--- src/rtl/regbank_operand_stage.sv ---
// regbank_operand_stage
//   RV32I register bank (NREGS x XLEN) feeding the ID/EX operand register
//   that drives the ALU srcA/srcB inputs.
//
//   Optional feature macro: REGBANK_BYPASS_EN
//     defined   : a same-cycle writeback to rs1/rs2 (rd!=0) is forwarded to the read data
//     undefined : reads return the pre-write value (hazard unit must stall)
//
// Ports
//   clk, rst_n          clock (rising edge), async active-low reset
//   id_valid            decode slot valid
//   rs1, rs2            source register addresses
//   imm                 sign-extended immediate
//   alu_src_imm         1: srcB = imm, 0: srcB = regs[rs2]
//   stall, flush        hold / bubble the operand register (flush wins)
//   we, rd, wd          writeback port
//   srcA, srcB          registered operands to the ALU
//   ex_valid            srcA/srcB carry a valid instruction
module regbank_operand_stage #(
    parameter int XLEN  = 32,
    parameter int NREGS = 32,
    localparam int AW   = $clog2(NREGS)
) (
    input  logic            clk,
    input  logic            rst_n,
    input  logic            id_valid,
    input  logic [AW-1:0]   rs1,
    input  logic [AW-1:0]   rs2,
    input  logic [XLEN-1:0] imm,
    input  logic            alu_src_imm,
    input  logic            stall,
    input  logic            flush,
    input  logic            we,
    input  logic [AW-1:0]   rd,
    input  logic [XLEN-1:0] wd,
    output logic [XLEN-1:0] srcA,
    output logic [XLEN-1:0] srcB,
    output logic            ex_valid
);

    logic [XLEN-1:0] regs_q [NREGS];
    logic [XLEN-1:0] rdata1, rdata2;
    logic [XLEN-1:0] srca_q, srca_d;
    logic [XLEN-1:0] srcb_q, srcb_d;
    logic            vld_q, vld_d;
    logic            wr_en;

    // x0 is never written, so its storage stays at the reset value.
    assign wr_en = we && (rd != '0);

    always_ff @(posedge clk or negedge rst_n) begin
        if (!rst_n) begin
            for (int i = 0; i < NREGS; i++) regs_q[i] <= '0;
        end else if (wr_en) begin
            regs_q[rd] <= wd;
        end
    end

    // Combinational read; address 0 forced to zero regardless of storage.
    always_comb begin
        rdata1 = (rs1 == '0) ? '0 : regs_q[rs1];
        rdata2 = (rs2 == '0) ? '0 : regs_q[rs2];
`ifdef REGBANK_BYPASS_EN
        // Write-through: wr_en already excludes rd=0, so x0 is never forwarded.
        if (wr_en && (rd == rs1)) rdata1 = wd;
        if (wr_en && (rd == rs2)) rdata2 = wd;
`endif
    end

    // Operand register next state: flush > stall > capture.
    always_comb begin
        srca_d = srca_q;
        srcb_d = srcb_q;
        vld_d  = vld_q;
        if (flush) begin
            srca_d = '0;
            srcb_d = '0;
            vld_d  = 1'b0;
        end else if (!stall) begin
            srca_d = rdata1;
            srcb_d = alu_src_imm ? imm : rdata2;
            vld_d  = id_valid;
        end
    end

    always_ff @(posedge clk or negedge rst_n) begin
        if (!rst_n) begin
            srca_q <= '0;
            srcb_q <= '0;
            vld_q  <= 1'b0;
        end else begin
            srca_q <= srca_d;
            srcb_q <= srcb_d;
            vld_q  <= vld_d;
        end
    end

    assign srcA     = srca_q;
    assign srcB     = srcb_q;
    assign ex_valid = vld_q;

endmodule
--- config.mk ---
export PLATFORM = sky130hd
export DESIGN_NAME = regbank_operand_stage
export DESIGN_NICKNAME = d
export VERILOG_FILES = /design/src/rtl/regbank_operand_stage.sv
export SDC_FILE = /design/constraint.sdc
export NUM_CORES = 2
export LEC_CHECK = 0
export CORE_UTILIZATION = 25
export CTS_CLUSTER_SIZE = 14
export DETAILED_ROUTE_END_ITERATION = 7
export DONT_BUFFER_PORTS = 1
export MAX_ROUTING_LAYER = met4
export PLACE_DENSITY = 0.43
export SETUP_SLACK_MARGIN = 0.05
export SLEW_MARGIN = 20
export SYNTH_ARGS = -nofsm -noshare
export SYNTH_HDL_FRONTEND = slang
export SYNTH_SLANG_ARGS = --single-unit
--- constraint.sdc ---
create_clock -name clk -period 3.4 [get_ports clk]
set_clock_uncertainty 0.2 [all_clocks]
set_input_delay 1.02 -clock clk [delete_from_list [all_inputs] [get_ports clk]]
set_output_delay 1.02 -clock clk [all_outputs]
set_load 0.02 [all_outputs]
==> metrics.md <==
| Metric | Value |
|---|---|
| Clock Latency Late Sink | 0.77 ns |
| Worst setup SP type | input pin |
| GPL Wtd Cong | 0.746 |
| Total chip power | 38.1 mW |
| FF-to-FF End | srcA[28] |
| Iter 0 DRT Violations | about 2500 |
| Gate Count Post-Synth | 3958 |
| Setup violations, final | 0 |
| VDD IR max | 426 uV |
| Post-synth EDFFs | 0 |
| Slew Limit Fails | 0 |
| Layout fillers | 22900 |
| CORE AREA | between 0.2 and 0.25 sq mm |
| H-tree levels | 4 |
| Die Wd | between 400 and 500 um |
| Synth top area share | 47.7% |
| GRT overflow | 0 |
| Vias per inst | 5.23 |
| Area of placed instances | 0.0607 sq mm |
| Share of layout cells above drive strength 1 | around 47% |
| Max Cap Violations | 0 |
| Std-Cell Rows | 175 |
| Die Y-Extent | around 480 um |
| Largest net degree at the start of global routing | around 300 |
| Critical path class | input pin to register |
| Post-synth cell types | 44 |
| Hold crit path type | input pin to asynchronous set/reset pin |
| DR WL/cell | around 32 um |
| Crit. Startpoint | rs1[0] |
| R2r worst-path depth | 4 |
| Total CTS buffers | 135 |
| Drt first pass iters | 7 |
| Register area | 0.0273 sq mm |
| Yosys warnings | 0 |
| CP Cell Sequence | mux4_2 > a22o_1 > a2111oi_0 > o31ai_1 |
| Min cycle time layout | roughly 3.3 ns |
| Die area | 0.230 sq mm |
| Status | completed |
| Initial antenna violation count | 6 |
| WL final | 218000 um |
| DR DRC count | 0 |
| IO Port Bufs | 0 |
| R2R Setup Slk | 0.99 ns |
| Area growth syn-to-layout | 14.3% |
| Slew Limit Headroom | under 10% |
| Worst r2r src | regs_q[604] |
| Post-Layout Inst Area | between 0.06 and 0.07 sq mm |
| Net count after synthesis | 4044 |
| Sequential area share after synthesis | 47.7% |
| Leakage power | 27.6 nW |
| Worst Setup EP | srcA[26] |
| Cell taking the most area after synthesis | dfrtp_1 |
| Postcts setup bufs | 0 |
| Asr flop ratio synth | 100% |
| CTS tree | done |
| Nets | around 3800 |
| Multi-input gate area | around 0.028 sq mm |
| Slew @ Worst Pin | about 1.4 ns |
| Worst path slowest cell | mux4_2 |
| Clock buffer depth | 3 |
| Post-route ant nets | 0 |
| Max Clk Rate | 308 MHz |
| Avg Cell Area, Syn | approximately 14 sq um |
| Largest cells by area after synthesis | dfrtp_1 48%, mux2_2 21%, mux4_2 15% |
| Final period util | a little over nine tenths |
| Clock root buffer | clkbuf_16 |
| Crit-path max cell delay | 0.90 ns |
| Synth Register Bits | 1089 |
| Clock slew at reported path FFs | 0.06 ns |
| HPWL after detailed placement | around 120000 um |
| Top FF cell, synth | dfrtp_1 |
| Routed vias | 35900 |
| Vias in the first global route | ~38000 |
| Clk sinks | 1089 |
| IO Count | 151 |
| Initial Util | 25.1% |
| Critical Path End Type | register |
| Total global-route track usage | 19.5% |
| CP Data Arrival Time | 3.66 ns |
| Final Hold Fails | 0 |
| First-pass GRT wire length | 310000 um |
| Unrepaired setup endpoints after global routing | no |
| Synthesized area | roughly 0.057 sq mm |
| Worst EP required | 3.81 ns |
| Power density cells | 583 mW/mm^2 |
| Crit Path Max Fanout | 303 |
## sequential cells by signal, summed over array words and instances (netlist names)
name	count
srcB	32
ex_valid	1
regs_q	1024
srcA	32
## worst min-delay path by stage
stage	slack (ns)	end	depth (start not counted)
after floorplan	0.24	regs_q[1002]	1
after CTS	0.14	regs_q[374]	2
after global routing	0.04	regs_q[92]	1
after detailed placement	0.18	regs_q[1017]	0
after global placement	0.18	regs_q[1009]	0
final	0.03	regs_q[92]	1
## cells in the mapped netlist, types with 13 or more instances
master / count
a21o_1: 39
a221oi_1: 23
a2111oi_0: 19
mux2i_1: 277
nand2_1: 138
a21oi_1: 46
o221ai_1: 25
buf_1: 55
mux4_2: 384
a32o_1: 13
clkbuf_1: 277
a41oi_1: 32
mux2_2: 1068
o22ai_1: 55
buf_4: 30
buf_2: 83
nand4_1: 42
dfrtp_1: 1089
inv_1: 33
nor2_1: 17
a211o_1: 34
a22oi_1: 45
## routing by layer
metal  routed length (um)  vias up  track usage, %
li1                     -    14800               -
met1                95400    19900            24.9
met2               106000      860            31.6
met3                10200      322            3.32
met4                 6200        0            5.67
met5                    0        -               -
## cells in the final DEF, fill, tap and decap left out, drive strengths merged, types with 2 or more instances in the layout
| cell type | n |
|---|---|
| a311oi | 7 |
| nor3b | 4 |
| a22oi | 45 |
| and2 | 10 |
| clkbuf | 210 |
| o21ai | 11 |
| nand4 | 42 |
| a21oi | 46 |
| mux2i | 277 |
| nor2b | 11 |
| dfrtp | 1089 |
| nand4b | 3 |
| a32o | 13 |
| a21o | 39 |
| bufinv | 5 |
| o22ai | 55 |
| mux4 | 384 |
| clkinvlp | 3 |
| o22a | 9 |
| nand3 | 9 |
| or3 | 4 |
| a211o | 34 |
| mux2 | 1075 |
| nor3 | 4 |
| a221oi | 23 |
| nor2 | 17 |
| buf | 118 |
| nand2b | 5 |
| inv | 37 |
| a221o | 9 |
| a22o | 12 |
| nand2 | 138 |
| o221ai | 25 |
| o31ai | 12 |
| bufbuf | 2 |
| diode | 2 |
| a2111oi | 19 |
| a41oi | 32 |
| clkinv | 14 |
## metrics by stage
stage          std cells  setup WS, ns  util, %  hold slack (ns)  setup TNS (ns)
6_report            6868         0.149     28.7           0.0289               0
5_1_grt             6868        0.0849     28.7           0.0357               0
4_1_cts             6862         0.167     28.7            0.136               0
3_5_place_dp        6625         -1.20     26.7            0.184         -330.29
3_3_place_gp        6622        -0.965     26.7            0.177         -372.83
2_1_floorplan       3958         0.371        -            0.241               0
## power by group
group	switching [mW]	internal (mW)	total (mW)
Combinational	2.18	4.13	6.31
Clock	5.95	8.54	14.5
Sequential	1.91	15.3	17.3
Total	10.0	28.0	38.1
## worst max-delay path, delay by kind of cell
| kind | cells | cell delay (ns) |
|---|---|---|
| AOI/OAI and AO/OA | 3 | 1.13 |
| muxes | 1 | 0.90 |
## cell families after synthesis
logic type             count (synthesis)  share of synthesized area, %
muxes                               1736                          41.2
and+or+nand+nor                      251                          2.07
DFF                                 1089                          47.7
AOI/OAI and AO/OA                    392                          5.23
buffers and inverters                490                          3.75
## cell type report
type                            count  area share [%]
Antenna cell                        2         0.00767
Clock buffer                      208            6.19
Clock inverter                     26           0.512
Inverter                           33           0.190
Multi-Input combinational cell   2379            42.9
Sequential cell                  1089            41.8
Tap cell                         3009            5.77
Timing Repair Buffer              122            2.64
## timing repair
item	CTS	global route
endpoints found under the setup margin	129	198
hold buffers	1	0
gates resized for setup	0	0
hold endpoints to repair	20	0
cloned	2	2
No activity file was read; power rests on OpenSTA's default activity.
